$ cat src/rtl/sort_stream_ctrl.sv
// Packet controller around an in-place RAM sorter: load a packet, sort it, stream it back out.
// Optional macro SORT_STATS_EN adds sort_cycles_o (cycles from START to the accepted done).
`timescale 1ns/1ps
module sort_stream_ctrl #(
    parameter int DWIDTH  = 10,
    parameter int ADDR_SZ = 10
) (
    input  logic               clk_i,
    input  logic               rst_ni,
    input  logic [DWIDTH-1:0]  snk_data_i,
    input  logic               snk_valid_i,
    input  logic               snk_sop_i,
    input  logic               snk_eop_i,
    output logic               snk_ready_o,
    output logic [DWIDTH-1:0]  src_data_o,
    output logic               src_valid_o,
    output logic               src_sop_o,
    output logic               src_eop_o,
    input  logic               src_ready_i,
    output logic [ADDR_SZ-1:0] ram_address_a_o,
    output logic [ADDR_SZ-1:0] ram_address_b_o,
    output logic [DWIDTH-1:0]  ram_data_a_o,
    output logic [DWIDTH-1:0]  ram_data_b_o,
    output logic               ram_wren_a_o,
    output logic               ram_wren_b_o,
    input  logic [DWIDTH-1:0]  ram_q_a_i,
    input  logic [DWIDTH-1:0]  ram_q_b_i,
    input  logic [ADDR_SZ-1:0] srt_address_a_i,
    input  logic [ADDR_SZ-1:0] srt_address_b_i,
    input  logic [DWIDTH-1:0]  srt_data_a_i,
    input  logic [DWIDTH-1:0]  srt_data_b_i,
    input  logic               srt_wren_a_i,
    input  logic               srt_wren_b_i,
    output logic               srt_sorting_o,
    output logic [ADDR_SZ:0]   srt_max_counter_o,
    input  logic               srt_done_i,
    output logic               overflow_o,
`ifdef SORT_STATS_EN
    output logic [31:0]        sort_cycles_o,
`endif
    output logic [2:0]         state_o
);
    // Both streams use valid/ready: a beat transfers on a rising clock edge where valid and
    // ready are both high; the source holds data and markers stable while valid is high and ready is low.
    typedef enum logic [2:0] {IDLE = 3'd0, LOAD = 3'd1, START = 3'd2, WAIT = 3'd3, UNLOAD = 3'd4} state_t;

    localparam logic [ADDR_SZ:0] CAP = {1'b1, {ADDR_SZ{1'b0}}};
    localparam logic [ADDR_SZ:0] ONE = (ADDR_SZ+1)'(1);
    localparam logic [ADDR_SZ:0] TWO = (ADDR_SZ+1)'(2);

    state_t            state, state_nxt;
    logic              alive;
    logic [ADDR_SZ:0]  count, count_nxt, rd_addr;
    logic [1:0]        wait_cnt, occ, eff_occ;
    logic              inflight, in_sop, in_eop, rd_ptr, wr_ptr;
    logic [DWIDTH-1:0] fifo_data [2];
    logic              fifo_sop [2];
    logic              fifo_eop [2];
    logic              accept, sop_beat, load_full, load_wr, done_take, pop, issue, sorter_owns;
    logic              unused_ok;

    assign unused_ok   = ^ram_q_b_i;
    assign accept      = snk_valid_i & snk_ready_o;
    assign sop_beat    = (state == IDLE) & accept & snk_sop_i;
    assign load_full   = (count == CAP);
    assign load_wr     = (state == LOAD) & accept & ~load_full;
    assign count_nxt   = count + {{ADDR_SZ{1'b0}}, load_wr};
    assign done_take   = (state == WAIT) & (wait_cnt == 2'd2) & srt_done_i;
    assign pop         = src_valid_o & src_ready_i;
    // Occupancy after this cycle's pop plus the read already in flight; keeps the 2-entry FIFO from overrunning.
    assign eff_occ     = occ - {1'b0, pop} + {1'b0, inflight};
    assign issue       = (state == UNLOAD) & (rd_addr != count) & (eff_occ < 2'd2);
    assign sorter_owns = (state == START) | ((state == WAIT) & ~done_take);

    always_ff @(posedge clk_i or negedge rst_ni) begin
        if (!rst_ni) state <= IDLE;
        else         state <= state_nxt;
    end

    always_comb begin
        state_nxt = state;
        case (state)
            IDLE:    if (sop_beat) state_nxt = snk_eop_i ? UNLOAD : LOAD;
            LOAD:    if (accept && snk_eop_i) state_nxt = (count_nxt >= TWO) ? START : UNLOAD;
            START:   state_nxt = WAIT;
            WAIT:    if (done_take) state_nxt = UNLOAD;
            UNLOAD:  if (pop && src_eop_o) state_nxt = IDLE;
            default: state_nxt = IDLE;
        endcase
    end

    always_comb begin
        snk_ready_o       = alive & ((state == IDLE) | (state == LOAD));
        srt_sorting_o     = (state == START);
        srt_max_counter_o = ((state == START) | (state == WAIT)) ? count : '0;
        state_o           = state;
        ram_address_a_o   = '0;
        ram_data_a_o      = '0;
        ram_wren_a_o      = 1'b0;
        ram_address_b_o   = '0;
        ram_data_b_o      = '0;
        ram_wren_b_o      = 1'b0;
        if (sorter_owns) begin
            ram_address_a_o = srt_address_a_i;
            ram_data_a_o    = srt_data_a_i;
            ram_wren_a_o    = srt_wren_a_i;
            ram_address_b_o = srt_address_b_i;
            ram_data_b_o    = srt_data_b_i;
            ram_wren_b_o    = srt_wren_b_i;
        end else begin
            case (state)
                IDLE: begin
                    ram_data_a_o = snk_data_i;
                    ram_wren_a_o = sop_beat;
                end
                LOAD: begin
                    ram_address_a_o = count[ADDR_SZ-1:0];
                    ram_data_a_o    = snk_data_i;
                    ram_wren_a_o    = load_wr;
                end
                UNLOAD:  ram_address_a_o = rd_addr[ADDR_SZ-1:0];
                default: ;
            endcase
        end
    end

    always_ff @(posedge clk_i or negedge rst_ni) begin
        if (!rst_ni) begin
            alive      <= 1'b0;
            count      <= '0;
            overflow_o <= 1'b0;
            wait_cnt   <= '0;
            rd_addr    <= '0;
            inflight   <= 1'b0;
            in_sop     <= 1'b0;
            in_eop     <= 1'b0;
        end else begin
            alive <= 1'b1;
            if (sop_beat)     count <= ONE;
            else if (load_wr) count <= count_nxt;
            if (sop_beat) overflow_o <= 1'b0;
            else if ((state == LOAD) && accept && load_full) overflow_o <= 1'b1;
            // A done pulse in the first two WAIT cycles may be left over from a previous sort.
            if (state == START) wait_cnt <= '0;
            else if ((state == WAIT) && (wait_cnt != 2'd2)) wait_cnt <= wait_cnt + 2'd1;
            if (state != UNLOAD) rd_addr <= '0;
            else if (issue)      rd_addr <= rd_addr + ONE;
            inflight <= issue;
            in_sop   <= (rd_addr == '0);
            in_eop   <= (rd_addr == count - ONE);
        end
    end

    always_ff @(posedge clk_i or negedge rst_ni) begin
        if (!rst_ni) begin
            occ    <= '0;
            rd_ptr <= 1'b0;
            wr_ptr <= 1'b0;
            for (int i = 0; i < 2; i++) begin
                fifo_data[i] <= '0;
                fifo_sop[i]  <= 1'b0;
                fifo_eop[i]  <= 1'b0;
            end
        end else begin
            if (inflight) begin
                fifo_data[wr_ptr] <= ram_q_a_i;
                fifo_sop[wr_ptr]  <= in_sop;
                fifo_eop[wr_ptr]  <= in_eop;
                wr_ptr            <= ~wr_ptr;
            end
            if (pop) rd_ptr <= ~rd_ptr;
            occ <= occ + {1'b0, inflight} - {1'b0, pop};
        end
    end

    assign src_valid_o = (occ != 2'd0);
    assign src_data_o  = src_valid_o ? fifo_data[rd_ptr] : '0;
    assign src_sop_o   = src_valid_o & fifo_sop[rd_ptr];
    assign src_eop_o   = src_valid_o & fifo_eop[rd_ptr];

`ifdef SORT_STATS_EN
    logic [31:0] run_cnt;

    function automatic logic [31:0] sat_inc(input logic [31:0] v);
        return (v == '1) ? v : v + 32'd1;
    endfunction

    always_ff @(posedge clk_i or negedge rst_ni) begin
        if (!rst_ni) begin
            run_cnt       <= '0;
            sort_cycles_o <= '0;
        end else begin
            if (state == START)     run_cnt <= 32'd1;
            else if (state == WAIT) run_cnt <= sat_inc(run_cnt);
            if (done_take) sort_cycles_o <= sat_inc(run_cnt);
            else if ((state_nxt == UNLOAD) && (state != UNLOAD)) sort_cycles_o <= '0;
        end
    end
`endif
endmodule

$ cat config.mk
export PLATFORM = sky130hd
export DESIGN_NAME = sort_stream_ctrl
export DESIGN_NICKNAME = d
export VERILOG_FILES = /design/src/rtl/sort_stream_ctrl.sv
export SDC_FILE = /design/constraint.sdc
export NUM_CORES = 1
export LEC_CHECK = 0
export ABC_AREA = 1
export BUFFER_PORTS_ARGS = -buffer_cell sky130_fd_sc_hd__clkbuf_2
export CAP_MARGIN = 25
export CORE_AREA = 3 3 92 94
export DETAILED_ROUTE_END_ITERATION = 7
export DIE_AREA = 0 0 95 97
export PLACE_DENSITY = 0.86
export SLEW_MARGIN = 20
export SYNTH_ARGS = -nofsm -noshare
export SYNTH_HDL_FRONTEND = slang
export SYNTH_SLANG_ARGS = --single-unit
$ cat constraint.sdc
create_clock -name clk_i -period 8.1 [get_ports clk_i]
set_clock_uncertainty 0.2 [all_clocks]
set_input_delay 0.405 -clock clk_i [delete_from_list [all_inputs] [get_ports clk_i]]
set_output_delay 0.405 -clock clk_i [all_outputs]
set_load 0.02 [all_outputs]
==> results of run 1 <==
synth_stat cells, drive strengths merged:
cell type,count,area share
a21oi,16,0.019
a22o,10,0.021
and2,1,0.0015
buf,12,0.023
clkbuf,12,0.011
conb,1,0.00089
dfrtp,60,0.36
ha,9,0.027
inv,87,0.077
nand2,143,0.14
nand3,30,0.045
nand4,8,0.015
nor2,70,0.065
nor3,12,0.021
nor4,3,0.0044
o21a,2,0.0036
o21ai,48,0.068
o21bai,1,0.0018
o221ai,10,0.021
o22ai,4,0.012
or2,2,0.0030
xnor2,8,0.020
xor2,20,0.045
placed cells by master (no fill, tap or decap), types with 2 or more instances in the layout:
cell / n
o21a_1: 2
inv_1: 75
xor2_2: 2
clkbuf_2: 140
nor3_2: 6
a21oi_1: 16
inv_2: 12
a22o_1: 10
o21ai_1: 4
nand3_4: 2
nor2_1: 65
o22ai_2: 4
nand3_1: 25
dfrtp_1: 60
nor3_1: 6
xor2_1: 18
clkbuf_8: 10
nand2_1: 129
ha_1: 9
nand2_2: 11
inv_6: 2
nor2_2: 5
nand3_2: 3
clkinv_4: 2
o21ai_0: 31
nor4_1: 3
xnor2_1: 6
nand2_4: 3
o21ai_2: 13
o221ai_1: 10
nand4_1: 7
xnor2_2: 2
kinds of logic (layout without fill, tap and decap cells):
family                     count (synthesis)  in the layout  share of synthesized area
AOI/OAI and AO/OA                         91             91                     0.1461
xor gates and xnor gates                  28             28                    0.06518
adders and majority gates                  9              9                    0.02667
buffers and inverters                    111            244                     0.1108
DFF                                       60             60                     0.3556
other                                      1              1                  0.0008880
and+or+nand+nor                          269            269                     0.2948
worst paths after layout:
check / to / depth (start not counted)
worst max-delay path: state_o[1] / 20
worst min register to register: fifo_eop[1] / 2
worst max register to register: state_o[1] / 20
worst min-delay path: fifo_data[0] / 2
min in group clk_i: fifo_data[13] / 3
max in group asynchronous: fifo_eop[1] / 2
metrics by stage:
| stage | setup WS [ns] | power [mW] |
|---|---|---|
| after global placement | 4.604 | 1.504 |
| after global routing | 3.967 | 1.944 |
| final | 4.337 | 1.793 |
| after CTS | 4.402 | 1.801 |
| after floorplan | 5.290 | 1.282 |
| after detailed placement | 4.442 | 1.543 |
worst max-delay path: stages, from the launching register on:
cell and delay [ns]:
dfrtp_1 0.46, inv_1 0.14, nand3_1 0.42, nand2_2 0.39, nand3_2 0.14, inv_2 0.12, nand3_4 0.16, inv_2 0.19
ha_1 0.18, ha_1 0.20, nand3_1 0.15, nor2_1 0.26, nand2_1 0.09, nand2_1 0.07, nand2_1 0.06, nor2_1 0.13
nand3_1 0.09, nand2_1 0.06, nand2_1 0.05, nand2_1 0.05, nand2_1 0.05
flip-flops by register name, summed over array words and instances (netlist names):
signal	count
overflow_o	1
rd_ptr	1
state_o	3
fifo_sop	2
occ	2
in_sop	1
inflight	1
wait_cnt	2
wr_ptr	1
count	11
fifo_data	20
in_eop	1
rd_addr	11
fifo_eop	2
alive	1
power breakdown:
group          switching [mW]  internal [mW]  total, mW
sequential              0.109          0.407      0.516
clock                   0.130          0.122      0.252
combinational           0.681          0.345       1.03
total                   0.919          0.874       1.79
metal layers:
layer | up-vias | GRT usage | wire, um
li1 | 2069 | - | -
met1 | 1882 | 0.3227 | 4633
met2 | 157 | 0.3986 | 5293
met3 | 21 | 0.04277 | 704
met4 | 0 | 0.08102 | 198
met5 | - | 0 | 0
final cells by class:
class                      instances  area share
clock buffer                      10     0.02697
clock inverter                     6    0.009318
inverter                          87     0.06400
multi-input combinational        398      0.4416
sequential                        60      0.2943
tap                              102     0.02501
timing repair buffer             141      0.1388
==> impl_metrics.env, run 1 <==
export IMPL_status="finished, final reports clean"
export IMPL_register_area_um2=1501
export IMPL_postCtsSetupRepairBufs=0
export IMPL_max_cap_viol_count=0
export IMPL_worst_hold_path_type="in -> async"
export IMPL_worst_ep_arrival_time_ns=3.81
export IMPL_rrSetupSlack_ns=4.34
export IMPL_finalNonFillerCells=804
export IMPL_grtUsageTotal=0.2433
export IMPL_overflow=0
export IMPL_num_fill_cells=632
export IMPL_grt_pass1_vias=3966
export IMPL_grt_first_pass_wirelength_mm=18.12
export IMPL_antenna_found_initial=0
export IMPL_cts_hold_buffers_added=0
export IMPL_dp_hpwl_mm=8.225
export IMPL_yosysUniqueCellTypes=39
export IMPL_critical_path_class="reg -> reg"
export IMPL_startpoint="state_o[2]"
export IMPL_cp_max_fo=13
export IMPL_syn_avg_cell_area_um2=7.421
export IMPL_dp_cells=788
export IMPL_fmax_mhz=265.7
export IMPL_via_per_inst=5.136
export IMPL_whs_ns=0.02374
export IMPL_seq_area_frac_synth=0.3556
export IMPL_num_vias=4129
export IMPL_cts_root_buf="clkbuf_8"
export IMPL_num_nets_final=785
export IMPL_ctsResizeCount=0
export IMPL_period_share=0.4646
export IMPL_ir_drop_v=0.0001492
export IMPL_final_area_um2=5102
export IMPL_dr_first_iter_drc_count=232
export IMPL_setup_viol=0
export IMPL_rows=32
export IMPL_die_x_um=95
export IMPL_cp_data_required_time_ns=8.14
export IMPL_final_util=0.6603
export IMPL_dieArea_um2=9215
export IMPL_power_density_nw_per_um2=351.4
export IMPL_final_max_slew_viol_count=0
export IMPL_tightest_slew_ns=0.9854
export IMPL_initial_core_util=0.5465
export IMPL_dr_pass1_iters=5
export IMPL_setup_tns_ns=0
export IMPL_endpoint_kind="register"
export IMPL_drt_wl_total_mm=10.83
export IMPL_ys_seq_elements=60
export IMPL_start_kind="register"
export IMPL_tritoncts="done"
export IMPL_rsz0062_at_grt="false"
export IMPL_antenna_cells=0
export IMPL_dpl_cell_area_um2=4917
export IMPL_routedWlPerCell_um=13.47
export IMPL_antenna_left=0
export IMPL_insertion_delay_ns=0.35
export IMPL_grt_max_degree=61
export IMPL_finalHoldViolCount=0
export IMPL_htreeDepth=3
export IMPL_slew_headroom=0.3407
export IMPL_path_clk_slew_ns=0.07
export IMPL_r2r_start="state_o[2]"
export IMPL_syn_nets=657
export IMPL_cts_sinks=60
export IMPL_p_leak_nw=2.753
export IMPL_synthCells=569
export IMPL_multiInputGateArea_um2=2253
export IMPL_syn_area_um2=4223
export IMPL_cts_buffer_depth=2
export IMPL_drive_gt1_frac=0.3148
export IMPL_syn_to_final_growth_pct=20.83
export IMPL_ys_warnings_count=0
export IMPL_numPortBuffers=140
export IMPL_place_gp_congestion=0.8929
export IMPL_die_h_um=97
export IMPL_fin_crit_ns=3.763
export IMPL_cts_buffers=9
export IMPL_ios=151
export IMPL_core_um2=7727
export IMPL_drc=0
No activity file was read; power rests on OpenSTA's default activity.
==> run 2: changes to the inputs <==
CORE_AREA = 3 3 100 102   (was 3 3 92 94)
DIE_AREA = 0 0 103 105   (was 0 0 95 97)
PLACE_DENSITY = 0.77   (was 0.86)
clock period = 3 ns   (was 8.1 ns; I/O delays follow)
==> impl_metrics.env, run 2 (synthesis gave the netlist of run 1 again) <==
export IMPL_dr_pass1_iters=5
export IMPL_num_nets_final=822
export IMPL_syn_to_final_growth_pct=29.63
export IMPL_num_vias=4383
export IMPL_setup_tns_ns=0
export IMPL_layout_common_cells="clkbuf_2, nand2_1, inv_1"
export IMPL_cts_sinks=60
export IMPL_antenna_found_initial=0
export IMPL_cp_data_required_time_ns=3.05
export IMPL_grt_max_degree=61
export IMPL_initial_core_util=0.4592
export IMPL_grt_pass1_vias=4231
export IMPL_cts_root_buf="clkbuf_8"
export IMPL_min_from="snk_valid_i"
export IMPL_seqPwrFrac=0.254
export IMPL_place_gp_congestion=0.9069
export IMPL_status="finished, final reports clean"
export IMPL_max_stage_delay_ns=0.43
export IMPL_largest_register_ff_count=20
export IMPL_top_register="fifo_data"
export IMPL_final_max_slew_viol_count=0
export IMPL_tightest_slew_ns=0.7914
export IMPL_hold_depth=4
export IMPL_start_kind="register"
export IMPL_antenna_cells=0
export IMPL_dieArea_um2=10820
export IMPL_p_leak_nw=2.918
export IMPL_via_per_inst=5.156
export IMPL_fin_crit_ns=2.805
export IMPL_finalHoldViolCount=0
export IMPL_tritoncts="done"
export IMPL_numPortBuffers=140
export IMPL_routedWlPerCell_um=14.48
export IMPL_path_clk_slew_ns=0.08
export IMPL_swShare=0.5113
export IMPL_dp_hpwl_mm=9.465
export IMPL_endpoint_kind="register"
export IMPL_antenna_left=0
export IMPL_cp_slowest_cell="dfrtp_2"
export IMPL_dr_first_iter_drc_count=241
export IMPL_p_comb_frac=0.615
export IMPL_critical_path_class="reg -> reg"
export IMPL_drt_wl_total_mm=12.30
export IMPL_critical_path_buf_inv_count=2
export IMPL_worstHoldEndpoint="overflow_o"
export IMPL_htreeDepth=3
export IMPL_grtUsageTotal=0.2280
export IMPL_overflow=0
export IMPL_r2r_cells=20
export IMPL_dp_cells=817
export IMPL_max_cap_viol_count=0
export IMPL_intPower_mw=2.509
export IMPL_pwr_share_clk=0.131
export IMPL_cp_common_cell="nand2_1"
export IMPL_drc=0
export IMPL_slew_headroom=0.4724
export IMPL_r2r_start="state_o[0]"
export IMPL_worst_ep_arrival_time_ns=2.85
export IMPL_setup_viol=0
export IMPL_rows=35
export IMPL_finalNonFillerCells=850
export IMPL_cts_buffer_depth=2
export IMPL_reg_largest_list="fifo_data: 20 flops, count: 11 flops, rd_addr: 11 flops"
export IMPL_cts_buffers=9
export IMPL_drive_gt1_frac=0.3451
export IMPL_grt_first_pass_wirelength_mm=19.44
export IMPL_worst_slack_ns=0.1954
export IMPL_rrSetupSlack_ns=0.20
export IMPL_worstPathCellList="nor2_2 -> nand2_1 -> nand2_2 -> nand3_2 -> inv_2 -> nand3_4 -> inv_2 -> ha_1 -> ha_2 -> nand3_4 -> nor2_4 -> nand2_1 -> nand2_1 -> nand2_1 -> nor2_2 -> nand3_1 -> nand2_1 -> nand2_1 -> nand2_1 -> nand2_1"
export IMPL_power_density_nw_per_um2=937.9
export IMPL_final_common_cell="clkbuf_2"
export IMPL_ios=151
export IMPL_core_um2=9196
export IMPL_insertion_delay_ns=0.35
export IMPL_r2r_end="state_o[1]"
export IMPL_die_x_um=103
export IMPL_period_share=0.9349
export IMPL_dp_worst_setup_slack_ns=0.08403
export IMPL_worst_hold_path_type="in -> reg"
export IMPL_fmax_mhz=356.6
export IMPL_cp_max_fo=4
export IMPL_cp_top_family="simple AND/OR/NAND/NOR gates"
export IMPL_switchingPower_mw=2.625
export IMPL_ir_drop_v=0.0006183
export IMPL_die_h_um=105
run 2: changes by cell type in the layout (fill, tap and decap cells not counted), moves of 2 or more:
cell           change
buf_4             +22
nor2_2             +4
nor2_1             -5
dlygate4sd3_1     +15
ha_1               -2
nand3_1            -2
run 2: layout make-up:
cell class	instances	area, um2
clock inverters	7	51.30
well taps	111	138.9
repair buffers	178	1023
multi-input cells	398	2307
fillers	818	3722
clock buffers	9	123.9
flip-flops and latches	60	1503
inverters	87	326.6
run 2: worst min-delay path, delay by kind of cell:
family,cells,cell delay [ns]
AO/OA/AOI/OAI,1,0.16
buffers and inverters,1,0.10
AND/OR/NAND/NOR,2,0.16
run 2: how the worst max path moves through the flow:
stage | from | to | slack [ns] | cells after the start
floorplan | count[1] | state_o[1] | 0.19 | 22
global placement | count[0] | state_o[1] | 0.23 | 22
detailed placement | state_o[1] | state_o[1] | 0.08 | 20
CTS | state_o[1] | state_o[1] | 0.06 | 20
global route | state_o[1] | state_o[1] | -0.04 | 20
finish | state_o[0] | state_o[1] | 0.20 | 20
run 2: power groups by stage:
stage | clock network (mW) | registers, mW | logic (mW)
2_1_floorplan | 0 | 1.29 | 2.17
3_3_place_gp | 0 | 1.31 | 2.99
3_5_place_dp | 0 | 1.32 | 3.06
4_1_cts | 0.687 | 1.30 | 3.09
5_1_grt | 0.719 | 1.34 | 3.48
6_report | 0.672 | 1.30 | 3.16
run 2: what timing repair did:
item	CTS	global route
hold buffers	15	0
setup endpoints to repair	0	2
resized for setup	0	15
setup buffers	0	2
hold endpoints to repair	85	0
run 2: per-stage QoR:
stage	area [um2]	power, mW	utilization	hold slack [ns]
after global routing	5474	5.537	0.5952	0.07868
final	5474	5.134	0.5952	0.05099
after floorplan	4223	3.462	-	-0.3456
after CTS	5404	5.084	0.5876	0.04097
after detailed placement	5079	4.378	0.5522	0.1731
after global placement	5079	4.291	0.5522	0.1602
run 2: metal layers:
layer,track usage,share of wire
met1,0.2635,0.40
met2,0.4070,0.51
met3,0.04673,0.061
met4,0.08048,0.026
met5,0,0
==> run 3: changes to the inputs <==
ABC_AREA = unset   (was 1)
CORE_AREA = 2 2 99 101   (was 3 3 100 102)
DIE_AREA = 0 0 101 103   (was 0 0 103 105)
PLACE_DENSITY = 0.75   (was 0.77)
==> impl_metrics.env, run 3 <==
export IMPL_reg_largest_list="fifo_data: 20 flops, count: 11 flops, rd_addr: 11 flops"
export IMPL_dpl_cell_area_um2=4974
export IMPL_rrSetupSlack_ns=0.16
export IMPL_power_density_nw_per_um2=723.9
export IMPL_ys_seq_elements=60
export IMPL_status="finished, final reports clean"
export IMPL_routedWlPerCell_um=16.20
export IMPL_final_area_um2=5326
export IMPL_worst_hold_path_type="in -> reg"
export IMPL_synth_edff_count=0
export IMPL_slew_headroom=0.5152
export IMPL_syn_area_um2=4105
export IMPL_grt_pass1_vias=3982
export IMPL_cp_max_fo=5
export IMPL_seq_area_frac_synth=0.3657
export IMPL_syn_to_final_growth_pct=29.75
export IMPL_cts_root_buf="clkbuf_8"
export IMPL_dr_pass1_iters=5
export IMPL_via_per_inst=5.582
export IMPL_grtUsageTotal=0.2303
export IMPL_start_kind="register"
export IMPL_path_clk_slew_ns=0.07
export IMPL_antenna_cells=0
export IMPL_synthArstFlopShare=1.000
export IMPL_num_vias=4097
export IMPL_fmax_mhz=352.1
export IMPL_cp_data_required_time_ns=3.04
export IMPL_max_cap_viol_count=0
export IMPL_drive_gt1_frac=0.3661
export IMPL_yosys_most_used_dff="dfrtp_1"
export IMPL_tightest_slew_ns=0.7272
export IMPL_power_mw=3.856
export IMPL_dieArea_um2=10400
export IMPL_min_from="snk_valid_i"
export IMPL_die_x_um=101
export IMPL_fin_crit_ns=2.840
export IMPL_yosys_area_top_type="dfrtp_1"
export IMPL_layout_common_cells="clkbuf_2, dfrtp_1, nor2_1"
export IMPL_final_max_slew_viol_count=0
export IMPL_num_fill_cells=828
export IMPL_grt_first_pass_wirelength_mm=18.75
export IMPL_dr_first_iter_drc_count=315
export IMPL_final_util=0.5631
export IMPL_largest_register_ff_count=20
export IMPL_synthCells=461
export IMPL_dp_worst_setup_slack_ns=0.03672
export IMPL_register_area_um2=1501
export IMPL_final_common_cell="clkbuf_2"
export IMPL_drc=0
export IMPL_overflow=0
export IMPL_setup_viol=0
export IMPL_worst_ep_arrival_time_ns=2.88
export IMPL_setup_tns_ns=0
export IMPL_cts_buffer_depth=2
export IMPL_synth_area_leaders="dfrtp_1, mux2_2, and2_1"
export IMPL_finalHoldViolCount=0
export IMPL_cts_buffers=9
export IMPL_ir_drop_v=0.0003149
export IMPL_period_share=0.9467
export IMPL_startpoint="count[1]"
export IMPL_tritoncts="done"
export IMPL_die_h_um=103
export IMPL_multiInputGateArea_um2=2333
export IMPL_yosysUniqueCellTypes=57
export IMPL_rsz0062_at_grt="false"
export IMPL_critical_path_class="reg -> reg"
export IMPL_dp_cells=701
export IMPL_top_register="fifo_data"
export IMPL_drt_wl_total_mm=11.89
export IMPL_rows=36
export IMPL_synth_most_common_cell="dfrtp_1"
export IMPL_synth_top_area_share=0.3657
export IMPL_initial_core_util=0.4340
export IMPL_syn_avg_cell_area_um2=8.905
export IMPL_syn_nets=549
export IMPL_synth_common_cells="dfrtp_1, nor2_1, and2_1"
export IMPL_core_um2=9459
export IMPL_antenna_left=0
export IMPL_dp_hpwl_mm=8.818
export IMPL_whs_ns=0.02565
export IMPL_cts_sinks=60
export IMPL_ys_warnings_count=0
export IMPL_p_leak_nw=2.706
export IMPL_r2r_start="count[1]"
export IMPL_numPortBuffers=140
export IMPL_grt_max_degree=39
export IMPL_antenna_found_initial=0
export IMPL_num_nets_final=703
export IMPL_finalNonFillerCells=734
export IMPL_worst_slack_ns=0.1599
export IMPL_insertion_delay_ns=0.35
export IMPL_htreeDepth=3
export IMPL_place_gp_congestion=0.9350
export IMPL_endpoint_kind="register"
export IMPL_ios=151
[run 3: metal layers]
layer / vias up / global-route usage / share of wire
met4: 0 / 0.06757 / 0.021
li1: 1933 / - / -
met2: 204 / 0.4000 / 0.48
met3: 27 / 0.06034 / 0.070
met5: - / 0 / 0
met1: 1933 / 0.2831 / 0.43
[run 3: worst paths after layout]
| kind | cells past startpoint | endpoint |
|---|---|---|
| worst max-delay path | 12 | state_o[1] |
| worst min-delay path | 4 | state_o[0] |
| worst max register to register | 12 | state_o[1] |
| worst min register to register | 1 | wr_ptr |
| max in group asynchronous | 3 | fifo_data[1] |
| min in group asynchronous | 2 | wait_cnt[0] |
[run 3: final cells by class]
| cell class | instances | share of cell area |
|---|---|---|
| multi-input cells | 335 | 0.4381 |
| clock buffers | 9 | 0.02326 |
| flip-flops and latches | 60 | 0.2819 |
| clock inverters | 7 | 0.009866 |
| inverters | 25 | 0.01762 |
| well taps | 114 | 0.02678 |
| repair buffers | 184 | 0.2025 |
[run 3: worst max-delay path, stage by stage, from the launching register on]
cell     delay, ns
dfrtp_1       0.34
inv_1         0.09
ha_4          0.19
nor2b_4       0.13
nand4_1       0.13
nand2_2       0.08
inv_1         0.14
ha_1          0.23
nand2_1       0.15
nor4_2        0.37
mux2i_1       0.24
nand4_1       0.16
a31o_2        0.28
[run 3: what timing repair did]
item / 4_1_cts / 5_1_grt
setup buffers: 0 / 3
endpoints found under the hold margin: 46 / 0
hold buffers: 14 / 0
setup endpoints to repair: 0 / 7
gates resized for setup: 0 / 3
[run 3: report_power, final]
part,switching [mW],internal (mW),leakage [nW]
Combinational,1.13,0.858,1.86
Clock,0.350,0.303,0.0896
Sequential,0.150,1.06,0.758
[run 3: kinds of logic (layout without fill, tap and decap cells)]
group / Yosys count / after routing / synth area share
buf+inv: 66 / 225 / 0.07772
flops: 60 / 60 / 0.3657
mux: 41 / 41 / 0.1073
xor+xnor: 24 / 24 / 0.05121
other cells: 1 / 1 / 0.0009135
fa+ha+maj: 9 / 9 / 0.02743
simple gates: 178 / 178 / 0.2322
compound gates: 82 / 82 / 0.1375
